==> src/rtl/pp_stream_buffer_pkg.sv <==
// rtl/pp_stream_buffer_pkg.sv - shared types and helpers for the ping-pong stream buffer
//
// Purpose: default WiMAX block size, bank selector type and the block
// length clamp used when a new write block starts.
package pp_stream_pkg;

  localparam int WIMAX_BLK_DEFAULT = 192;

  typedef logic bank_sel_t;

  // Zero or oversize lengths fall back to a full bank.
  function automatic int clamp_len(input int raw, input int depth);
    return ((raw == 0) || (raw > depth)) ? depth : raw;
  endfunction

endpackage

==> src/rtl/pp_stream_buffer_if.sv <==
// rtl/pp_stream_buffer_if.sv - producer/consumer bus of the ping-pong stream buffer
//
// Purpose: bundles the write side (blk_len, wr_valid, wr_addr, wr_data,
// wr_ready) and read side (rd_en, rd_addr, rd_done, rd_avail, rd_len,
// rd_data, rd_data_valid) plus err.
// master: producer/consumer side; slave: the buffer.
interface pp_stream_buffer_if #(
  parameter int DATA_W = 1,
  parameter int ADDR_W = 9,
  parameter int LEN_W  = 9
);
  logic [LEN_W-1:0]  blk_len;
  logic              wr_valid;
  logic [ADDR_W-1:0] wr_addr;
  logic [DATA_W-1:0] wr_data;
  logic              wr_ready;
  logic              rd_en;
  logic [ADDR_W-1:0] rd_addr;
  logic              rd_done;
  logic              rd_avail;
  logic [LEN_W-1:0]  rd_len;
  logic [DATA_W-1:0] rd_data;
  logic              rd_data_valid;
  logic              err;

  modport master (
    output blk_len, wr_valid, wr_addr, wr_data, rd_en, rd_addr, rd_done,
    input  wr_ready, rd_avail, rd_len, rd_data, rd_data_valid, err
  );

  modport slave (
    input  blk_len, wr_valid, wr_addr, wr_data, rd_en, rd_addr, rd_done,
    output wr_ready, rd_avail, rd_len, rd_data, rd_data_valid, err
  );
endinterface

==> src/rtl/pp_stream_buffer_bank_ram.sv <==
// rtl/pp_stream_buffer_bank_ram.sv - one bank of the ping-pong buffer
//
// Purpose: simple dual-port RAM, DATA_W x DEPTH, with a registered read port.
// Ports: clk, rst_n (clears only the read register), we/waddr/wdata write
// port, re/raddr read request, rdata registered read data (holds when !re).
module pp_bank_ram #(
  parameter int DATA_W = 1,
  parameter int DEPTH  = 192,
  parameter int IDX_W  = 8
) (
  input  logic              clk,
  input  logic              rst_n,
  input  logic              we,
  input  logic [IDX_W-1:0]  waddr,
  input  logic [DATA_W-1:0] wdata,
  input  logic              re,
  input  logic [IDX_W-1:0]  raddr,
  output logic [DATA_W-1:0] rdata
);

  logic [DATA_W-1:0] mem [DEPTH];

  always_ff @(posedge clk) begin
    if (we) mem[waddr] <= wdata;
  end

  always_ff @(posedge clk or negedge rst_n) begin
    if (!rst_n)  rdata <= '0;
    else if (re) rdata <= mem[raddr];
  end

endmodule

==> src/rtl/pp_stream_buffer.sv <==
// rtl/pp_stream_buffer.sv - double-bank block buffer between producer and consumer
//
// Purpose: producer fills one bank (any address order) while the consumer
// reads the other; a bank commits when the latched block length of writes
// has been accepted and is handed back by rd_done.
// Ports: clk, resetN (async active-low), bus (pp_stream_buffer_if.slave).
module pp_stream_buffer
  import pp_stream_pkg::*;
#(
  parameter int DATA_W = 1,
  parameter int DEPTH  = WIMAX_BLK_DEFAULT,
  parameter int ADDR_W = 9,
  parameter int LEN_W  = 9
) (
  input  logic                clk,
  input  logic                resetN,
  pp_stream_buffer_if.slave   bus
);

  localparam int IDX_W = (DEPTH > 1) ? $clog2(DEPTH) : 1;

  logic [1:0]        full;
  logic [LEN_W-1:0]  bank_len [2];
  bank_sel_t         wr_bank, rd_bank, rd_sel_q;
  logic [LEN_W-1:0]  wr_cnt, len_lat, len_eff;
  logic              rd_data_valid_q, err_q;
  logic              wr_ready, rd_avail;
  logic              wr_in_range, rd_in_range;
  logic              wr_acc, rd_fire, commit, release_bank;
  logic [DATA_W-1:0] bank_rdata [2];

  assign wr_ready = !full[wr_bank];
  assign rd_avail = full[rd_bank];

  assign wr_in_range = ({1'b0, bus.wr_addr} < (ADDR_W+1)'(DEPTH));
  assign rd_in_range = ({1'b0, bus.rd_addr} < (ADDR_W+1)'(DEPTH));

  assign wr_acc       = bus.wr_valid && wr_ready && wr_in_range;
  assign rd_fire      = bus.rd_en && rd_avail && rd_in_range;
  assign release_bank = bus.rd_done && rd_avail;

  // blk_len only matters on the first write of a block; afterwards the
  // latched copy is the length in effect.
  assign len_eff = (wr_cnt == '0) ? LEN_W'(clamp_len(int'(bus.blk_len), DEPTH)) : len_lat;
  assign commit  = wr_acc && ((wr_cnt + LEN_W'(1)) == len_eff);

  always_ff @(posedge clk or negedge resetN) begin
    if (!resetN) begin
      full            <= '0;
      bank_len[0]     <= '0;
      bank_len[1]     <= '0;
      wr_bank         <= 1'b0;
      rd_bank         <= 1'b0;
      rd_sel_q        <= 1'b0;
      wr_cnt          <= '0;
      len_lat         <= '0;
      rd_data_valid_q <= 1'b0;
      err_q           <= 1'b0;
    end else begin
      rd_data_valid_q <= rd_fire;
      err_q <= (bus.wr_valid && (!wr_ready || !wr_in_range)) ||
               (bus.rd_en && !rd_in_range);
      if (rd_fire) rd_sel_q <= rd_bank;

      if (wr_acc) begin
        if (wr_cnt == '0) len_lat <= len_eff;
        if (commit) begin
          full[wr_bank]     <= 1'b1;
          bank_len[wr_bank] <= len_eff;
          wr_bank           <= ~wr_bank;
          wr_cnt            <= '0;
        end else begin
          wr_cnt <= wr_cnt + LEN_W'(1);
        end
      end

      // Never the same bank as a commit: the write bank is not full.
      if (release_bank) begin
        full[rd_bank] <= 1'b0;
        rd_bank       <= ~rd_bank;
      end
    end
  end

  for (genvar b = 0; b < 2; b++) begin : g_bank
    pp_bank_ram #(.DATA_W(DATA_W), .DEPTH(DEPTH), .IDX_W(IDX_W)) u_ram (
      .clk   (clk),
      .rst_n (resetN),
      .we    (wr_acc && (wr_bank == bank_sel_t'(b))),
      .waddr (bus.wr_addr[IDX_W-1:0]),
      .wdata (bus.wr_data),
      .re    (rd_fire && (rd_bank == bank_sel_t'(b))),
      .raddr (bus.rd_addr[IDX_W-1:0]),
      .rdata (bank_rdata[b])
    );
  end

  // Only the bank that served the last read updates its register, so the
  // selected output holds its value between reads.
  assign bus.rd_data       = bank_rdata[rd_sel_q];
  assign bus.rd_data_valid = rd_data_valid_q;
  assign bus.err           = err_q;
  assign bus.wr_ready      = wr_ready;
  assign bus.rd_avail      = rd_avail;
  assign bus.rd_len        = rd_avail ? bank_len[rd_bank] : '0;

endmodule

==> src/flat_wrapper.sv <==
// flat-port wrapper written by rule: the top's interface ports become plain ports
module pp_stream_buffer_flat import pp_stream_pkg::*;
#(
  parameter int DATA_W = 1,
  parameter int DEPTH  = WIMAX_BLK_DEFAULT,
  parameter int ADDR_W = 9,
  parameter int LEN_W  = 9
)
  (clk, resetN, bus_blk_len, bus_wr_valid, bus_wr_addr, bus_wr_data, bus_rd_en, bus_rd_addr, bus_rd_done, bus_wr_ready, bus_rd_avail, bus_rd_len, bus_rd_data, bus_rd_data_valid, bus_err);
  pp_stream_buffer_if #(.DATA_W(DATA_W), .ADDR_W(ADDR_W), .LEN_W(LEN_W)) bus_i ();
  input  logic clk;
  input  logic resetN;
  input wire logic [$bits(bus_i.blk_len)-1:0] bus_blk_len;
  input wire logic [$bits(bus_i.wr_valid)-1:0] bus_wr_valid;
  input wire logic [$bits(bus_i.wr_addr)-1:0] bus_wr_addr;
  input wire logic [$bits(bus_i.wr_data)-1:0] bus_wr_data;
  input wire logic [$bits(bus_i.rd_en)-1:0] bus_rd_en;
  input wire logic [$bits(bus_i.rd_addr)-1:0] bus_rd_addr;
  input wire logic [$bits(bus_i.rd_done)-1:0] bus_rd_done;
  output wire logic [$bits(bus_i.wr_ready)-1:0] bus_wr_ready;
  output wire logic [$bits(bus_i.rd_avail)-1:0] bus_rd_avail;
  output wire logic [$bits(bus_i.rd_len)-1:0] bus_rd_len;
  output wire logic [$bits(bus_i.rd_data)-1:0] bus_rd_data;
  output wire logic [$bits(bus_i.rd_data_valid)-1:0] bus_rd_data_valid;
  output wire logic [$bits(bus_i.err)-1:0] bus_err;
  assign bus_i.blk_len = bus_blk_len;
  assign bus_i.wr_valid = bus_wr_valid;
  assign bus_i.wr_addr = bus_wr_addr;
  assign bus_i.wr_data = bus_wr_data;
  assign bus_i.rd_en = bus_rd_en;
  assign bus_i.rd_addr = bus_rd_addr;
  assign bus_i.rd_done = bus_rd_done;
  assign bus_wr_ready = bus_i.wr_ready;
  assign bus_rd_avail = bus_i.rd_avail;
  assign bus_rd_len = bus_i.rd_len;
  assign bus_rd_data = bus_i.rd_data;
  assign bus_rd_data_valid = bus_i.rd_data_valid;
  assign bus_err = bus_i.err;
  pp_stream_buffer #(.DATA_W(DATA_W), .DEPTH(DEPTH), .ADDR_W(ADDR_W), .LEN_W(LEN_W)) u_core (.clk(clk), .resetN(resetN), .bus(bus_i));
endmodule
==> config.mk <==
export PLATFORM = sky130hd
export DESIGN_NAME = pp_stream_buffer_flat
export DESIGN_NICKNAME = d
export VERILOG_FILES = /design/src/rtl/pp_stream_buffer_pkg.sv /design/src/rtl/pp_stream_buffer_if.sv /design/src/rtl/pp_stream_buffer_bank_ram.sv /design/src/rtl/pp_stream_buffer.sv /design/src/flat_wrapper.sv
export SDC_FILE = /design/constraint.sdc
export NUM_CORES = 1
export LEC_CHECK = 0
export CAP_MARGIN = 25
export CELL_PAD_IN_SITES_DETAIL_PLACEMENT = 1
export CELL_PAD_IN_SITES_GLOBAL_PLACEMENT = 1
export CORE_ASPECT_RATIO = 0.9
export CORE_UTILIZATION = 30
export DETAILED_ROUTE_END_ITERATION = 8
export GPL_TIMING_DRIVEN = 0
export PLACE_DENSITY_LB_ADDON = 0.1
export RECOVER_POWER = 25
export SYNTH_ARGS = -nofsm -noshare
export SYNTH_HDL_FRONTEND = slang
export SYNTH_SLANG_ARGS = --single-unit
==> constraint.sdc <==
create_clock -name clk -period 4.3 [get_ports clk]
set_input_delay 0.86 -clock clk [delete_from_list [all_inputs] [get_ports clk]]
set_output_delay 0.86 -clock clk [all_outputs]
set_load 0.02 [all_outputs]
Yosys cells after proc, flatten, opt, wreduce, memory -nomap -nowiden
Memory sizes are Yosys's and may differ from the RTL's. A register that Yosys moved wholly into a read port is not among the register bits.
Cells that the tools add are included.
{"block": "totals", "ff_bits": 43, "mem_bits_rw": 384, "output_inout_bits": 14, "in_bits": 33, "mem_count": 2}
{"block": "classes", "eq_ne": 1, "reduce_logical": 27, "n_addsub": 1, "bitwise_logic": 8, "mux": 28, "order_cmp": 11}
{"memory": "u_core.g_bank[0].u_ram.mem", "depth": 192, "word_bits": 1, "rd": 1, "rd_clocked_by_memory_dff": 1, "wr": 1, "line_no": "pp_stream_buffer_bank_ram.sv:21", "text": "logic [DATA_W-1:0] mem [DEPTH];"}
{"memory": "u_core.g_bank[1].u_ram.mem", "depth": 192, "word_bits": 1, "rd": 1, "rd_clocked_by_memory_dff": 1, "wr": 1, "line_no": "pp_stream_buffer_bank_ram.sv:21"}
{"cell": "9-bit 2-to-1 mux", "count": 8}
{"cell": "18-bit bitwise mux", "count": 1}
{"cell": "9-bit zero test", "count": 2}
{"cell": "9-bit by 8-bit < comparator with 1-bit output (second input constant)", "count": 2}
{"cell": "1-bit logical AND", "count": 15}
{"cell": "1-bit 2-to-1 mux", "count": 13}
{"cell": "9-bit by 1-bit adder with 9-bit output (second input constant)", "count": 1}
{"cell": "9-bit demux with 1-bit select", "count": 1}
{"cell": "9-bit equality test", "count": 1}
{"cell": "9-bit by 8-bit > comparator with 1-bit output (second input constant)", "count": 1}
{"cell": "2-bit >= comparator (second input constant)", "count": 3}
{"cell": "2-bit 2-to-1 mux", "count": 3}
{"cell": "1-bit inverter with 2-bit output", "count": 3}
{"cell": "1-bit zero test", "count": 5}
{"cell": "1-bit by 2-bit < comparator with 1-bit output (second input constant)", "count": 2}
{"cell": "2-bit AND reduction", "count": 2}
{"cell": "1-bit logical OR", "count": 3}
{"cell": "2-bit bitwise AND", "count": 1}
{"cell": "1-bit demux with 1-bit select", "count": 2}
{"cell": "1-bit >= comparator (second input constant)", "count": 2}
{"cell": "2-bit by 1-bit < comparator with 1-bit output (second input constant)", "count": 1}
{"cell": "1-bit inverter", "count": 2}
{"cell": "2-bit inverter", "count": 1}
{"cell": "2-bit bitwise OR", "count": 1}

Longest topological paths before layout
{"block": "logic_depth", "depth_word": 10, "mapped_depth": 11}

By module
From an unflattened synthesis, not the netlist that was laid out.
{"block": "unflattened", "hier_cells": 1485, "area_unflattened_um2": 20099.3}
{"mod": "pp_bank_ram", "n_inst": 2, "area_each_um2": 8755.9, "cells_per_inst": 613}
{"mod": "pp_stream_buffer", "n_inst": 1, "area_each_um2": 2587.5, "cells_per_inst": 259}

Least setup slack after synthesis
OpenSTA, ideal clock, no wires.
{"block": "synth_path", "kind": "input-to-reg", "start": "in bus_blk_len[3]", "end": "reg u_core.bank_len[10] (netlist name)", "stages": 8, "path_buffers": 1, "slack_ns": 0.829, "t_arrival_ns": 3.345, "setup_time_ns": 0.125, "path_cell_list": "nor4_1 > a211oi_1 > a221o_1 > a2111oi_4 > nand4_2 > or4_4 > buf_6 > mux2_4"}
{"block": "synth_via", "elab_chain_len": 7, "word_cells_on_any_way": 9, "classes_between": "order compare: 1; eq/ne: 1; mux: 3; reduce/logical: 4"}
{"item": "start, declared", "line_no": "flat_wrapper.sv:13", "text": "input wire logic [$bits(bus_i.blk_len)-1:0] bus_blk_len;"}
{"item": "9-bit by 8-bit > comparator with 1-bit output / 9-bit zero test (equally long branches)", "line_no": "pp_stream_buffer_pkg.sv:13", "text": "return ((raw == 0) || (raw > depth)) ? depth : raw;"}
{"item": "1-bit logical OR", "line_no": "pp_stream_buffer_pkg.sv:13"}
{"item": "9-bit 2-to-1 mux (*)", "line_no": "pp_stream_buffer_pkg.sv:13"}
{"item": "9-bit 2-to-1 mux (*)", "line_no": "pp_stream_buffer.sv:44", "text": "assign len_eff = (wr_cnt == '0) ? LEN_W'(clamp_len(int'(bus.blk_len), DEPTH)) : len_lat;"}
{"item": "9-bit equality test", "line_no": "pp_stream_buffer.sv:45", "text": "assign commit = wr_acc && ((wr_cnt + LEN_W'(1)) == len_eff);"}
{"item": "1-bit logical AND", "line_no": "pp_stream_buffer.sv:45"}
{"item": "2-bit AND reduction (no source line)"}
{"item": "end signal, assigned by index", "line_no": "pp_stream_buffer.sv:69", "text": "bank_len[wr_bank] <= len_eff;"}
{"item": "end, declared", "line_no": "pp_stream_buffer.sv:23", "text": "logic [LEN_W-1:0] bank_len [2];"}
Every way passes the cells marked *; elsewhere a longest branch is shown, timed or not.
A chain may end at the register's enable or synchronous reset.

Final worst setup path
{"block": "layout_path", "start": "in bus_rd_addr[0]", "end": "reg u_core.g_bank[0].u_ram.rdata, read port of u_core.g_bank[0].u_ram.mem"}
{"block": "layout_via", "elab_chain_len": 3}
{"item": "start, declared", "line_no": "flat_wrapper.sv:18", "text": "input wire logic [$bits(bus_i.rd_addr)-1:0] bus_rd_addr;"}
{"item": "9-bit by 8-bit < comparator with 1-bit output", "line_no": "pp_stream_buffer.sv:36", "text": "assign rd_in_range = ({1'b0, bus.rd_addr} < (ADDR_W+1)'(DEPTH));"}
{"item": "1-bit logical AND", "line_no": "pp_stream_buffer.sv:39", "text": "assign rd_fire = bus.rd_en && rd_avail && rd_in_range;"}
{"item": "1-bit logical AND", "line_no": "pp_stream_buffer.sv:92", "text": ".re (rd_fire && (rd_bank == bank_sel_t'(b))),"}
{"item": "end, declared", "line_no": "pp_stream_buffer_bank_ram.sv:18", "text": "output logic [DATA_W-1:0] rdata"}
Several ways; a longest one is shown, not always the timed one.

==> flow_metrics.tcl <==
set metrics [dict create \
    post_drt_wl_per_cell_um 26.0 \
    synthMuxAreaShare_pct 14.0 \
    io_buffers 41 \
    cts_tree "done" \
    synthCells 1428 \
    timing.setup.tns_ns 0 \
    yosysWarnings 0 \
    clockPowerShare_pct 42.8 \
    synth_fa_ha_area_share_pct 0.130 \
    finalNetCount 1569 \
    stdcell_count 2419 \
    first_pass_iters 5 \
    fin_crit_sh_pct 94.2 \
    max_slew_margin_pct -117 \
    critPathKind "input port to flip-flop" \
    crit_chain "clkdlybuf4s50_1 -> buf_4 -> buf_4 -> buf_4 -> buf_2 -> nand2_1 -> o22ai_1 -> o31ai_1 -> nor3_1 -> nor4_1 -> a211o_1" \
    crit_arrival_ns 4.51 \
    combPwrFrac_pct 10.4 \
    die_h_um 242 \
    synth_top_family_by_area "multiplexers" \
    setup_ws_ns 0.248 \
    first_global_vias 13000 \
    ff2ff_setup_slack_ns 0.48 \
    timing.final.crit_period_ns 4.05 \
    fillers 6658 \
    grt_antenna_before_repair 0 \
    violations "capacitance limit, slew limit" \
    synth-seq-cells 429 \
    synth_top_area_share_pct 59.8 \
    cts_root_buf "clkbuf_16" \
    route.vias.total 12600 \
    io_pins 47 \
    drt-total-wl_um 62900 \
    postRouteAntennaNets 0 \
    critPathMaxStageDelay_ns 0.53 \
    cts_buffer_depth 3 \
    end_kind "flip-flop" \
    grt_pass1_wl_um 91700 \
    worstSetupEndpoint "u_core.g_bank[0].u_ram.rdata$_DFFE_PN0P_" \
    diodes 0 \
    initialDrtViolationCount 982 \
    synthTopCellsByArea "edfxtp_1, mux4_2, nor2_1" \
    dieArea_um2 65200 \
    grt_max_degree 171 \
    synth_top_cell_by_area "edfxtp_1" \
    worstPathRequired_ns 4.76 \
    die-width_um 269 \
    p_int_mw 7.44 \
    synthArstFlopShare_pct 10.5 \
    swShare_pct 25.3 \
    ys_seq_area_share_pct 65.7 \
    cts.clk_slew.worst_paths_ns 0.06 \
    ff2ff_path_depth 8 \
    power_frac_seq_pct 46.7 \
    worstMarginPinSlew_ns 3.26 \
    dp_hpwl_um 42200 \
    yosysUniqueCellTypes 66 \
    start_kind "input port" \
    placed_cells 2328 \
    power_density_nw_per_um2 442 \
    hold_class "input port to async pin" \
    synth_area_um2 19300 \
    rows 87 \
    reg2reg_to "u_core.g_bank[0].u_ram.mem[44]$_DFFE_PP_" \
    clkSinkCount 429 \
    layout-drive-gt1-share_pct 14.0 \
    crit_start "bus_rd_addr[0]" \
    maxCapViolCount 2 \
    place.gp.congestion 0.792 \
    worst_path_most_repeated_cell "buf_4" \
    finClkSkew_ns 0.0255 \
    vias_per_cell 5.19 \
    r2r_start "u_core.wr_bank$_DFFE_PN0P_" \
    leakage_nw 7.04 \
    p_switching_mw 2.52 \
    synth_most_common_cell "nor2_1" \
    synth-xor-area-share_pct 0.273 \
    core_area_um2 63000 \
    crit_slowest_cell "clkdlybuf4s50_1" \
    synth.avg_cell_area_um2 13.5 \
    path_max_fanout 19 \
    clock_latency_ns 0.60 \
    ctsHtreeMaxLevel 2 \
    grt.overflow.total 0 \
    synth_ff_type "edfxtp_1" \
    cts_buffers 50 \
    drc 0 \
    fmax_ghz 0.247 \
    status "finished with violations" \
    area_growth_pct 17.1 \
    synth_edf_count 384 \
    rsz0062_at_grt "false" \
    synth_compound_area_share_pct 4.45 \
    slew_viol_final 112 \
    synth_common_cells "nor2_1, edfxtp_1, mux4_2" \
    finalSetupViolations 0 \
    syn_nets 1463 \
    hold_viol_final 0 \
    synth_simple_gate_area_share_pct 13.0 \
    track_usage_pct 19.3 \
    initial_core_util_pct 30.6 \
    post-place-ws_ns -1.23 \
    cts_setup_buffers 0 \
    ir_drop_mv 0.270 \
]
==> sequential cells by signal, indices dropped and copies added, names as in the netlist <==
register	cells
u_core.bank_len	18
u_core.bus.err	1
u_core.bus.rd_data_valid	1
u_core.full	2
u_core.g_bank.u_ram.mem	384
u_core.g_bank.u_ram.rdata	2
u_core.len_lat	9
u_core.rd_bank	1
u_core.rd_sel_q	1
u_core.wr_bank	1
u_core.wr_cnt	9
==> metrics by stage <==
step | cell area (um2) | util (%) | hold slack, ns | power, mW
3_5_place_dp | 21000 | 33.2 | 0.479 | 5.79
4_1_cts | 22600 | 35.8 | 0.159 | 10.1
6_report | 22600 | 35.8 | 0.324 | 9.96
3_3_place_gp | 20700 | 32.9 | 0.471 | 5.81
2_1_floorplan | 19300 | - | 0.444 | 5.33
5_1_grt | 22600 | 35.8 | 0.376 | 10.3
==> logic make-up after synthesis <==
| group | Yosys count |
|---|---|
| AO/OA/AOI/OAI | 128 |
| adder cells (fa/ha/maj) | 2 |
| AND/OR/NAND/NOR | 592 |
| buffers and inverters | 116 |
| flip-flops | 429 |
| multiplexers | 155 |
| XOR/XNOR | 6 |
==> what timing repair did <==
item,CTS,global route
hold buffers,0,0
resized for setup,8,3
endpoints found under the setup margin,2,1
==> critical path: cells and delay by family <==
kind                   cells  cell delay, ns
and+or+nand+nor            3            0.79
AOI/OAI and AO/OA          3            0.69
buffers and inverters      5            2.11
==> layout by cell type, fill, tap and decap left out, drive strengths merged, types with 5 or more instances in the layout <==
cell type and count:
or4 5, nor2b 6, nand3 24, clkbuf 149, nor4 8, o21ai 29
clkinv 24, nand2b 6, buf 31, nor3 22, nor2 415, clkdlybuf4s50 38
edfxtp 384, a21oi 20, mux2i 48, or2 5, a211o 8, mux4 88
dfrtp 45, o31ai 8, nand4 9, mux2 19, bufinv 6, nand2 72
a31oi 6, inv 11, o22ai 27
==> per-layer routing <==
layer | wire, um | global-route usage [%]
met5 | 0 | 0
met3 | 2320 | 2.21
met1 | 30300 | 27.9
met4 | 1130 | 4.40
met2 | 29200 | 31.0
==> worst min-delay path by stage <==
stage,start,to,cells past startpoint
floorplan,u_core.len_lat[4]$_DFFE_PN0P_,u_core.len_lat[4]$_DFFE_PN0P_,2
global placement,u_core.len_lat[4]$_DFFE_PN0P_,u_core.len_lat[4]$_DFFE_PN0P_,2
detailed placement,u_core.len_lat[4]$_DFFE_PN0P_,u_core.len_lat[4]$_DFFE_PN0P_,2
CTS,resetN,u_core.len_lat[0]$_DFFE_PN0P_,1
global route,resetN,u_core.len_lat[0]$_DFFE_PN0P_,1
finish,resetN,u_core.len_lat[0]$_DFFE_PN0P_,1
==> layout make-up <==
cell class	instances	area (um2)	area share [%]
Tap cell	845	1060	4.69
Clock inverter	31	310	1.38
Multi-Input combinational cell	883	6140	27.2
Timing Repair Buffer	56	612	2.71
Buffer	103	440	1.95
Sequential cell	429	12700	56.1
Inverter	11	41.3	0.183
Clock buffer	61	1290	5.73
==> power by group through the flow <==
| stage | Clock, mW | Sequential [mW] | Combinational [mW] |
|---|---|---|---|
| CTS | 4.37 | 4.65 | 1.05 |
| floorplan | 0 | 4.73 | 0.602 |
| detailed placement | 0 | 4.74 | 1.05 |
| finish | 4.27 | 4.65 | 1.04 |
| global placement | 0 | 4.79 | 1.02 |
| global route | 4.51 | 4.66 | 1.12 |
Note: power is estimated with default switching activity, not from simulation.
